===== config.mk =====
export PLATFORM = sky130hd
export DESIGN_NAME = pwm_scheduler
export DESIGN_NICKNAME = d
export VERILOG_FILES = /design/src/rtl/pwm_scheduler.sv
export SDC_FILE = /design/constraint.sdc
export NUM_CORES = 1
export LEC_CHECK = 0
export BUFFER_PORTS_ARGS = -buffer_cell sky130_fd_sc_hd__buf_2
export CORE_MARGIN = 1.5
export CORE_UTILIZATION = 55
export CTS_CLUSTER_DIAMETER = 100
export DETAILED_ROUTE_END_ITERATION = 6
export PLACE_DENSITY = 0.8
export SETUP_SLACK_MARGIN = 0.3
export SYNTH_ARGS = -nofsm -noshare
export SYNTH_HDL_FRONTEND = slang
export SYNTH_SLANG_ARGS = --single-unit

===== constraint.sdc =====
create_clock -name clock -period 2.3 [get_ports clock]
set_input_delay 0 -clock clock [delete_from_list [all_inputs] [get_ports clock]]
set_output_delay 0 -clock clock [all_outputs]
set_load 0.01 [all_outputs]

===== src/rtl/pwm_scheduler.sv =====
// Shared PWM timebase with shadowed per-channel edge ticks, swapped atomically at the period wrap.
// Latency: a commit lands at the next wrap edge (next edge if enable is low); update_done follows one cycle later.
// Backpressure: wr_ready drops while a commit is pending; optional irq output under PWM_SCHEDULER_IRQ_EN.
module pwm_scheduler #(
    parameter int bitwidth = 10,
    parameter int channels = 4
) (
    input  logic                         clock,
    input  logic                         reset,
    input  logic                         enable,
    input  logic                         wr_valid,
    output logic                         wr_ready,
    input  logic [2:0]                   wr_channel,
    input  logic [bitwidth-1:0]          wr_rising,
    input  logic [bitwidth-1:0]          wr_falling,
    input  logic                         commit,
    input  logic [bitwidth-1:0]          commit_period,
    output logic [bitwidth-1:0]          counter,
    output logic [channels*bitwidth-1:0] rising_edges,
    output logic [channels*bitwidth-1:0] falling_edges,
    output logic                         period_start,
    output logic                         update_done
`ifdef PWM_SCHEDULER_IRQ_EN
    ,
    output logic                         irq,
    input  logic                         irq_clear
`endif
);

    logic                pending;
    logic [bitwidth-1:0] shadow_period;
    logic [bitwidth-1:0] active_period;
    logic                wrap;
    logic                apply;
    logic                wr_fire;
    logic                commit_fire;

    // A disabled timer has no wraps, so a pending update must not wait for one.
    assign wrap        = enable && (counter == active_period);
    assign apply       = pending && (wrap || !enable);
    assign wr_ready    = !pending;
    assign wr_fire     = wr_valid && wr_ready;
    assign commit_fire = commit && !pending;

    always_ff @(posedge clock or negedge reset) begin
        if (!reset) begin
            counter <= '0;
        end else if (!enable || wrap) begin
            counter <= '0;
        end else begin
            counter <= counter + bitwidth'(1);
        end
    end

    always_ff @(posedge clock or negedge reset) begin
        if (!reset) begin
            pending       <= 1'b0;
            shadow_period <= '1;
            active_period <= '1;
            period_start  <= 1'b0;
            update_done   <= 1'b0;
        end else begin
            period_start <= wrap;
            update_done  <= apply;
            // apply needs pending set and commit_fire needs it clear, so they never collide.
            if (apply) begin
                pending       <= 1'b0;
                active_period <= shadow_period;
            end else if (commit_fire) begin
                pending       <= 1'b1;
                shadow_period <= commit_period;
            end
        end
    end

    for (genvar ch = 0; ch < channels; ch++) begin : g_ch
        logic [bitwidth-1:0] shadow_rise;
        logic [bitwidth-1:0] shadow_fall;
        logic [bitwidth-1:0] active_rise;
        logic [bitwidth-1:0] active_fall;
        logic                sel;

        // Indices at or above channels match no slot, so those writes vanish.
        assign sel = wr_fire && (wr_channel == 3'(ch));

        always_ff @(posedge clock or negedge reset) begin
            if (!reset) begin
                shadow_rise <= '0;
                shadow_fall <= '0;
                active_rise <= '0;
                active_fall <= '0;
            end else begin
                if (sel) begin
                    shadow_rise <= wr_rising;
                    shadow_fall <= wr_falling;
                end
                if (apply) begin
                    active_rise <= shadow_rise;
                    active_fall <= shadow_fall;
                end
            end
        end

        assign rising_edges[ch*bitwidth +: bitwidth]  = active_rise;
        assign falling_edges[ch*bitwidth +: bitwidth] = active_fall;
    end

`ifdef PWM_SCHEDULER_IRQ_EN
    // A fresh update outranks a clear landing on the same edge.
    always_ff @(posedge clock or negedge reset) begin
        if (!reset) begin
            irq <= 1'b0;
        end else if (update_done) begin
            irq <= 1'b1;
        end else if (irq_clear) begin
            irq <= 1'b0;
        end
    end
`endif

endmodule

Yosys cells after proc, flatten, opt, wreduce, memory -nomap -nowiden
Cells that the tools add are included.
- word-level logic and storage cells: 45
- input bits: 38
- register bits after elaboration: 193
- output and inout port bits: 93
- reductions and logical operators: 14
- equality and inequality tests: 4
- add/sub/neg operators: 1
- bitwise gates (word level): 1
- multiplexer cells: 3
- operators with widths (cell ; count):
    adder 10 x 1 -> 10 bit, second input constant ; 1
    == test 10 bit ; 1
    2-to-1 mux 10 bit ; 1
    logical AND 1 bit ; 8
    == test 3 x 2 -> 1 bit, second input constant ; 2
    == test 3 x 1 -> 1 bit, second input constant ; 1
    zero test 3 bit ; 1
    zero test 1 bit ; 2
    2-to-1 mux 1 bit ; 2
    AND reduction 2 bit ; 1
    nonzero test 2 bit ; 1
    logical OR 1 bit ; 1
    inverter 1 bit ; 1

Logic depth before layout (Yosys ltp)
Gate-level depths: netlist (run 1).
- depth in word-level cells: 6
- gate-level depth with buffers: 6
- gate-level depth less buffers: 5

Worst setup path after synthesis (run 1)
OpenSTA, ideal clock, no wires.
- path type: reg-to-reg
- start: register active_period[3]
- end: register g_ch[0].active_fall[9]
- buffers on the path: 2
- cell stages (with the launch flop): 7
- data required time: 2175 ps
- path slack: 416 ps
- arrival: 1759 ps
- period minus slack after synthesis: 1884 ps
- library setup time: 125 ps
- path through: dfstp_2 xnor2_1 nand4_1 o32ai_1 buf_4 clkbuf_8 mux2_2
- cells in the longest elaborated chain, start to end: 4
- ends and longest elaborated chain (element ; line ; source):
    start: declaration ; 32 ; logic [bitwidth-1:0] active_period;
    start signal: assignment ; 68 ; active_period <= shadow_period;
    == test 10 bit ; 39 ; assign wrap = enable && (counter == active_period);
    logical AND 1 bit ; 39 ;
    logical OR 1 bit ; 40 ; assign apply = pending && (wrap || !enable);
    logical AND 1 bit ; 40 ;
    end signal: assignment ; 99 ; active_fall <= shadow_fall;
    end: declaration ; 80 ; logic [bitwidth-1:0] active_fall;
Every way passes these cells.
A chain may end at the register's enable or synchronous reset.

Worst setup path in the final report (run 1)
- start: register active_period[7]
- end: register g_ch[3].active_fall[6]
- cells in the longest elaborated chain, start to end: 4
- ends and longest elaborated chain (element ; line):
    == test 10 bit ; 39
    logical AND 1 bit ; 39
    logical OR 1 bit ; 40
    logical AND 1 bit ; 40
    end signal: assignment ; 99
    end: declaration ; 80
Every way passes these cells.

==> impl_results.rst, run 1 <==
.. list-table::
   :header-rows: 1

   * - Metric
     - Value
   * - Outcome
     - finished clean
   * - Period minus WS final
     - around 2100 ps
   * - Met3 routed WL
     - 852 um
   * - Worst EP required
     - approximately 2600 ps
   * - Worst Setup Start Kind
     - flip-flop
   * - Number of DRC markers in iteration 0
     - roughly 240
   * - Clock-pin slew reported for the worst setup and hold paths after clock tree synthesis
     - ~60 ps
   * - Total negative slack for setup checks
     - 0 ps
   * - Ordered cell list for the critical path
     - xnor2_1 -> nand4_1 -> o32ai_4 -> buf_12 -> clkbuf_16 -> mux2_2
   * - Clk_skew
     - around 8.6 ps
   * - Unique cell type count in the Yosys netlist
     - 25
   * - Number of flops mapped to enable cells by yosys
     - 0
   * - Hold Vio Cnt, Final
     - 0
   * - Final weighted congestion of routability-driven global placement
     - 0.822
   * - Share of cells above drive strength 1
     - about three fifths
   * - Setup repair after global routing missed its margin
     - yes
   * - Via density
     - 5.35
   * - Antenna-violating nets left
     - 0
   * - Instance count of the mapped netlist
     - ~450
   * - Die Outline Area
     - about 0.014 mm^2
   * - Share of flip-flops with an asynchronous set or reset after synthesis
     - 100%
   * - Min-delay worst type
     - in2async
   * - Critical Path Sink Type
     - flip-flop
   * - Crit path DAT
     - ~2500 ps
   * - Detailed-route wire length on metal 1
     - between 6000 and 7000 um
   * - Number of synthesized register bits
     - roughly 190
   * - Number of H-tree levels
     - 4
   * - Global-route total usage across every layer
     - a little under a quarter
   * - Post-placement setup slack
     - between 90 and 100 ps
   * - Die Span Y
     - between 100 and 150 um
   * - MaxCap Viol Count
     - 0
   * - Synthesized area per cell
     - about 16 um^2
   * - Areal power density over the cells
     - ~1200 mW/mm^2
   * - Pin count of the biggest net entering global routing
     - 71
   * - Final net count
     - ~670
   * - Io pins
     - 131
   * - Vias in the first global route
     - 4,826
   * - Number of core rows
     - 42
   * - Crit Path Category
     - reg2reg
   * - Overall overflow remaining after global route
     - 0
   * - Sequential element share of the synthesized area
     - about two thirds
   * - Most common library cell in the layout ignoring fill and taps
     - sky130_fd_sc_hd__mux2_2
   * - Leakage dissipation
     - between 4 and 5 nW
   * - Slew of the pin with the lowest slew margin
     - ~600 ps
   * - Number of buffers between clock root and the deepest sink
     - 2
   * - Period utilisation layout
     - between 90 and 100%
   * - Highest-delay cell along the critical path
     - sky130_fd_sc_hd__dfstp_2
   * - Number of CTS-inserted buffers
     - 17
   * - Worst path setup slack after routing
     - between 150 and 200 ps
   * - Total half-perimeter wirelength after legalization and detailed placement
     - ~9400 um
   * - Post-synth design cell area
     - roughly 0.0074 mm^2
   * - Starting utilization of the core area
     - about 56%
   * - Fmax
     - 467 MHz
   * - Overall power after layout
     - 11.5 mW
   * - Fin. max-slew vios
     - 0
   * - Wire length of the first global-routing pass
     - between 20,000 and 25,000 um
   * - TritonCTS clock tree
     - yes
   * - DR WL met2
     - about 8000 um
   * - Number of antenna violations at the first check in global routing
     - 0
   * - Maximum ir drop on the vdd rail
     - 0.540 mV
   * - Most frequent cells in the layout
     - sky130_fd_sc_hd__mux2_2 (172), sky130_fd_sc_hd__dfrtp_1 (171), sky130_fd_sc_hd__buf_2 (129)
   * - Post-detailed-route DRC marker count
     - 0
   * - Relative slew slack
     - between 60% and 70%
   * - Vias post-DR
     - 4,399
   * - Number of inserted filler cells in the final layout
     - about 840
   * - Setup Viol. Count Final
     - 0
   * - Critical path's largest stage delay
     - 540 ps
   * - Register area
     - slightly below 0.005 mm^2
   * - Core Area
     - roughly 0.013 mm^2
   * - Post-Synthesis Net Count
     - approximately 490
   * - Input/output buffers
     - between 100 and 150
   * - Overall routed net length
     - approximately 16,000 um
   * - CP max FO
     - 17
   * - CTS Sinks
     - between 150 and 200
   * - Clock Tree Root
     - sky130_fd_sc_hd__clkbuf_16
   * - Synthesis-to-finish area growth
     - 27.3%
   * - Count of antenna diodes in the layout
     - 0
   * - Clk_lat worst skew
     - 430 ps
   * - Dominant register cell in the synthesized netlist
     - sky130_fd_sc_hd__dfrtp_1
   * - Uppermost signal routing layer after detailed routing
     - met4
   * - Pre-Repair DR Iteration Count
     - 4
   * - Area of the multi-input gates
     - roughly 0.0025 mm^2
   * - Per-cell routed wire length
     - 19.5 um
   * - Die outline width
     - approximately 120 um
   * - Number of warnings printed during yosys synthesis
     - 0
[kinds of logic after synthesis]
group	Yosys count	share of synthesized area [%]
muxes	180	27.4
DFF	193	65.5
xor gates and xnor gates	18	2.13
and+or+nand+nor	35	2.21
adders and majority gates	1	0.169
AOI/OAI and AO/OA	3	0.321
buffers and inverters	23	2.30
[worst max-delay path: cells and delay by family, from the launching register on]
family | cells | cell delay [ps]
AND/OR/NAND/NOR | 1 | 230
XOR/XNOR | 1 | 130
multiplexers | 1 | 340
AO/OA/AOI/OAI | 1 | 350
buffers and inverters | 2 | 430
flip-flops | 1 | 540
[Yosys cell counts, types with 4 or more instances]
| master | instances | area share, % |
|---|---|---|
| sky130_fd_sc_hd__dfrtp_1 | 173 | 58 |
| sky130_fd_sc_hd__nor2_1 | 13 | 0.66 |
| sky130_fd_sc_hd__xnor2_1 | 16 | 1.9 |
| sky130_fd_sc_hd__dfstp_2 | 20 | 7.1 |
| sky130_fd_sc_hd__clkbuf_1 | 5 | 0.25 |
| sky130_fd_sc_hd__mux2_2 | 180 | 27 |
| sky130_fd_sc_hd__buf_6 | 6 | 0.91 |
| sky130_fd_sc_hd__nand3_1 | 4 | 0.27 |
| sky130_fd_sc_hd__buf_2 | 4 | 0.27 |
| sky130_fd_sc_hd__nand2_1 | 7 | 0.35 |
[timing repair]
item                                   in CTS  in global routing
setup endpoints to repair                  90                 90
gates resized for setup                     7                 15
hold buffers                               32                  0
endpoints found under the hold margin     158                  0
pin swaps                                   2                  3
buffers inserted                            3                  1
cloned                                      2                  3
[final timing paths]
kind | endpoint | slack [ps] | startpoint | cells after the start
worst max-delay path | g_ch[3].active_fall[6] | 160 | active_period[7] | 6
worst min-delay path | counter[9] | 150 | reset | 2
worst max register to register | g_ch[3].active_fall[6] | 160 | active_period[7] | 6
worst min register to register | g_ch[3].active_rise[2] | 500 | g_ch[3].shadow_rise[2] | 1
max in group asynchronous | g_ch[2].shadow_fall[0] | 1390 | reset | 3
min in group clock | pending | 150 | commit | 4
[per-stage QoR]
stage               hold WS [ps]  cell area, um^2  utilization [%]  std cells
finish                       147             9430             71.5        822
global placement            44.1             8280             62.8        750
detailed placement          48.0             8280             62.8        750
CTS                          138             9310             70.6        818
floorplan                   -296             7410                -        453
global route                 188             9430             71.5        822
[area by class of cell]
class	instances	area share [%]
Clock buffer	26	5.08
Clock inverter	5	1.09
Inverter	3	0.119
Multi-Input combinational cell	237	26.2
Sequential cell	193	51.5
Tap cell	176	2.33
Timing Repair Buffer	182	13.7
[flip-flops by register name (all words and copies together), names as in the netlist]
signal and cells:
g_ch.active_fall 40, g_ch.active_rise 40, shadow_period 10, counter 10, update_done 1, g_ch.shadow_fall 40
g_ch.shadow_rise 40, pending 1, period_start 1, active_period 10
[power by group]
group          leakage, nW  internal (mW)  switching, mW
logic                 1.73           1.76           1.34
clock network        0.279           1.76           1.17
registers             2.33           4.77          0.718
total                 4.34           8.29           3.23
[layer usage]
metal / vias up / track usage, %
met5: - / 0
met4: 0 / 9.04
met3: 24 / 6.32
met2: 128 / 38.7
met1: 2296 / 28.1
li1: 1951 / -
Note: power is estimated with default switching activity, not from simulation.
==> run 2, diff against run 1 <==
- ABC_AREA: not set -> 1
- PLACE_DENSITY: 0.8 -> 0.79
==> run 2 against run 1 <==
Effect of this change: non-clock buffer count is 4 lower; total power decreased by 5.6%; global-route usage increased by 3.5 points; combinational power decreased by 17%; critical path depth increased by 4; clock skew is 0.84 ps higher; cell count grew 39%; area after synthesis is 3.0% higher; routed wire length up 17%; sequential cell count stayed put; largest power group unchanged.
==> impl_results.rst, run 2 <==
.. list-table::
   :header-rows: 1

   * - Metric
     - Value
   * - Outcome
     - finished clean
   * - Crit path DAT
     - 2240 ps (-210 ps)
   * - Overall routed net length
     - 18,800 um (+17%)
   * - Post-Synthesis Net Count
     - 840 (+71%)
   * - Number of DRC markers in iteration 0
     - 521 (+120%)
   * - Final net count
     - 990 (+47%)
   * - Die Outline Area
     - 0.0146 mm^2 (+2.9%)
   * - Number of CTS-inserted buffers
     - 17 (unchanged)
   * - Starting utilization of the core area
     - 57.0% (+0.78 points)
   * - Vias post-DR
     - 6,119 (+39%)
   * - MaxCap Viol Count
     - 0 (unchanged)
   * - Die Span Y
     - 121 um (+1.5%)
   * - Highest-delay cell along the critical path
     - sky130_fd_sc_hd__dfstp_2
   * - Layout Utilization
     - 69.9% (-1.6 points)
   * - Portion of synthesized cell area occupied by the leading cell type
     - 56.7% (-1.7 points)
   * - Areal power density over the cells
     - 1160 mW/mm^2 (-5.0%)
   * - Instance count of the mapped netlist
     - 801 (+77%)
   * - CTS Sinks
     - 193 (unchanged)
   * - Overall overflow remaining after global route
     - 0 (unchanged)
   * - Die outline width
     - 121 um (+1.5%)
   * - Largest area contributor in the netlist
     - sky130_fd_sc_hd__dfrtp_1
   * - Synthesized area per cell
     - 9.53 um^2 (-42%)
   * - Period utilisation layout
     - 83.4% (-9.7 points)
   * - DP Area
     - 0.00834 mm^2 (+0.76%)
   * - Number of core rows
     - 42 (unchanged)
   * - Cell Int Power
     - 7.29 mW (-12%)
   * - Core Area
     - 0.0134 mm^2 (+1.6%)
   * - Number of H-tree levels
     - 4 (unchanged)
   * - Library cell with the highest instance count after synthesis
     - sky130_fd_sc_hd__nand2_1
   * - Vias in the first global route
     - 5,602 (+16%)
   * - Dominant combinational cell family by area after synthesis
     - simple AND/OR/NAND/NOR gates
   * - Io pins
     - 131 (unchanged)
   * - Clock-pin slew reported for the worst setup and hold paths after clock tree synthesis
     - 70 ps (about the same)
   * - Ordered cell list for the critical path
     - inv_1 -> nand2_1 -> nand2_1 -> nor2_1 -> nand3_1 -> o21bai_4 -> nand2_8 -> clkbuf_16 -> nand2_1 -> nand2_1
   * - Worst reg2reg path startpoint
     - active_period[2]
   * - Number of warnings printed during yosys synthesis
     - 0 (unchanged)
   * - Final weighted congestion of routability-driven global placement
     - 0.814 (-0.97%)
   * - Clk_lat worst skew
     - 430 ps (about the same)
   * - Dominant register cell in the synthesized netlist
     - sky130_fd_sc_hd__dfrtp_1
   * - TritonCTS clock tree
     - yes
   * - Count of antenna diodes in the layout
     - 0 (unchanged)
   * - Most common library cell in the layout ignoring fill and taps
     - sky130_fd_sc_hd__nand2_1
   * - Input/output buffers
     - 130 (unchanged)
   * - Critical path's largest stage delay
     - 550 ps (about the same)
   * - Number of synthesized register bits
     - 193 (unchanged)
   * - Antenna-violating nets left
     - 0 (unchanged)
   * - Setup Viol. Count Final
     - 0 (unchanged)
   * - Fin. max-slew vios
     - 0 (unchanged)
   * - Leakage dissipation
     - 5.05 nW (+16%)
   * - Unique cell type count in the Yosys netlist
     - 20 (-20%)
   * - Maximum ir drop on the vdd rail
     - 0.643 mV (+19%)
   * - Min-delay worst type
     - in2async
   * - Total negative slack for setup checks
     - 0 ps (unchanged)
   * - Pin count of the biggest net entering global routing
     - 102 (+44%)
   * - Critical Path Sink Type
     - flip-flop
   * - Global-route total usage across every layer
     - 26.4% (+3.5 points)
   * - CP max FO
     - 37 (+20)
   * - Cell types with the highest counts after synthesis
     - sky130_fd_sc_hd__nand2_1 (290), sky130_fd_sc_hd__dfrtp_1 (173), sky130_fd_sc_hd__nand3_1 (95), sky130_fd_sc_hd__o21ai_0 (83), sky130_fd_sc_hd__inv_1 (39)
   * - Power share of the combinational group
     - 23.5% (-3.4 points)
   * - Per-cell routed wire length
     - 16.5 um (-15%)
   * - Post-detailed-route DRC marker count
     - 0 (unchanged)
   * - Total half-perimeter wirelength after legalization and detailed placement
     - 10,700 um (+13%)
   * - Relative slew slack
     - 54.5% (-5.8 points)
   * - Clk_skew
     - 9.41 ps (+0.844 ps)
   * - Synthesis-to-finish area growth
     - 22.8%
   * - Hold Vio Cnt, Final
     - 0 (unchanged)
   * - Share of cells above drive strength 1
     - 22.2% (-37 points)
   * - Area of all placed cells without fillers
     - 0.00937 mm^2 (-0.65%)
   * - Sequential element share of the synthesized area
     - 63.6% (-1.9 points)
   * - Worst Setup Start Kind
     - flip-flop
   * - Post-synthesis compound-gate area fraction
     - 5.82% (+5.5 points)
   * - Share of total power in sequential cells
     - 48.4% (+0.8 points)
   * - Post-synth design cell area
     - 0.00763 mm^2 (+3.0%)
   * - Source of the critical timing path
     - active_period[2]
   * - Fmax
     - 521 MHz (+12%)
   * - Number of antenna violations at the first check in global routing
     - 0 (unchanged)
   * - Pre-Repair DR Iteration Count
     - 5 (+1)
   * - Setup repair after global routing missed its margin
     - yes
   * - Multiplexer fraction of the synthesized cell area
     - 1.48% (-26 points)
   * - Synth Area in Adders
     - 0.164% (-0.0049 points)
   * - Power share of the clock group
     - 28.1% (+2.6 points)
   * - Share of flip-flops with an asynchronous set or reset after synthesis
     - 100% (unchanged)
   * - Number of buffers between clock root and the deepest sink
     - 2 (unchanged)
   * - Clock Tree Root
     - sky130_fd_sc_hd__clkbuf_16
   * - Worst EP required
     - 2620 ps (about the same)
   * - Synth Area in XOR/XNOR
     - 0.459% (-1.7 points)
   * - Via density
     - 5.37 (+0.30%)
   * - Net switching share of the total power
     - 33.0% (+4.9 points)
   * - Number of inserted filler cells in the final layout
     - 1,024 (+22%)
   * - Library cell appearing most often on the critical path
     - sky130_fd_sc_hd__nand2_1
   * - Simple-gate share of the synthesized area
     - 22.3% (+20 points)
   * - Most frequent cells in the layout
     - sky130_fd_sc_hd__nand2_1 (290), sky130_fd_sc_hd__dfrtp_1 (172), sky130_fd_sc_hd__buf_2 (129)
   * - Period minus WS final
     - 1920 ps (-222 ps)
   * - Psw
     - 3.59 mW (+11%)
   * - Crit Path Category
     - reg2reg
   * - Wire length of the first global-routing pass
     - 29,400 um (+19%)
   * - Main area contributors after synthesis
     - sky130_fd_sc_hd__dfrtp_1 (57%), sky130_fd_sc_hd__nand2_1 (14%), sky130_fd_sc_hd__dfstp_2 (6.9%)
   * - Slew of the pin with the lowest slew margin
     - 683 ps (+86.9 ps)
   * - Number of flops mapped to enable cells by yosys
     - 0 (unchanged)
run 2: changes by cell type in the layout (fill, tap and decap cells not counted), sizes merged, moves of 3 or more:
| cell | previous run | this run |
|---|---|---|
| buf | 147 | 143 |
| clkbuf | 29 | 20 |
| clkinv | 1 | 4 |
| inv | 3 | 48 |
| mux2 | 180 | 10 |
| nand2 | 7 | 291 |
| nand3 | 4 | 95 |
| nand4 | 3 | 0 |
| nor2 | 13 | 26 |
| o21ai | 0 | 83 |
| xnor2 | 16 | 0 |
run 2: what timing repair did:
item,CTS,global route
hold buffers,32,0
buffers inserted,0,4
endpoints found under the hold margin,153,0
gates resized for setup,0,6
setup endpoints to repair,0,59
run 2: final cells by class:
class / count / area [um^2] / area share [%]
Tap cell: 176 / 220 / 2.35
Inverter: 41 / 154 / 1.64
Sequential cell: 193 / 4860 / 51.8
Clock inverter: 15 / 191 / 2.04
Timing Repair Buffer: 178 / 1200 / 12.8
Multi-Input combinational cell: 520 / 2320 / 24.8
Clock buffer: 17 / 425 / 4.54
run 2: critical path, delay by kind of cell (launching register included):
family | cells | cell delay [ps]
buffers and inverters | 2 | 310
DFF | 1 | 550
and+or+nand+nor | 7 | 670
AOI/OAI and AO/OA | 1 | 280
run 2: power by group through the flow:
stage,clock (mW),sequential [mW],combinational (mW)
global route,3.25,5.39,2.90
floorplan,0,5.41,1.24
finish,3.06,5.26,2.56
CTS,3.08,5.25,2.51
detailed placement,0,5.28,2.44
global placement,0,5.26,2.35
run 2: metrics by stage:
step | std cells | total power [mW] | setup WS [ps] | hold WS [ps]
floorplan | 801 | 6.65 | 734 | -296
finish | 1140 | 10.9 | 381 | 168
global placement | 1070 | 7.61 | 503 | 97.3
CTS | 1134 | 10.8 | 407 | 193
global route | 1140 | 11.5 | 255 | 229
detailed placement | 1070 | 7.72 | 437 | 102
run 2: path summary, 6_finish.rpt:
| check | slack, ps | end | cells after the start |
|---|---|---|---|
| max reg2reg | 380 | g_ch[2].active_rise[8] | 10 |
| min reg2reg | 470 | g_ch[3].active_fall[9] | 2 |
| max in group asynchronous | 1360 | g_ch[3].active_rise[8] | 3 |
| min | 170 | g_ch[0].active_fall[2] | 2 |
| min in group clock | 200 | g_ch[3].shadow_fall[2] | 5 |
| max | 380 | g_ch[2].active_rise[8] | 10 |
run 2: logic make-up (layout without fill, tap and decap cells):
kind of cell               count (synthesis)  count (layout)
DFF                                      193             193
and+or+nand+nor                          419             419
buffers and inverters                     88             251
xor gates and xnor gates                   4               4
muxes                                     10              10
AOI/OAI and AO/OA                         86              86
adders and majority gates                  1               1
run 2: routing by layer:
metal | part of all wire [%] | GRT usage, % | up-vias
met5 | 0 | 0 | -
met4 | 2.5 | 10.4 | 0
met3 | 6.0 | 5.19 | 36
met2 | 46 | 38.5 | 222
met1 | 45 | 39.3 | 3007
li1 | - | - | 2854
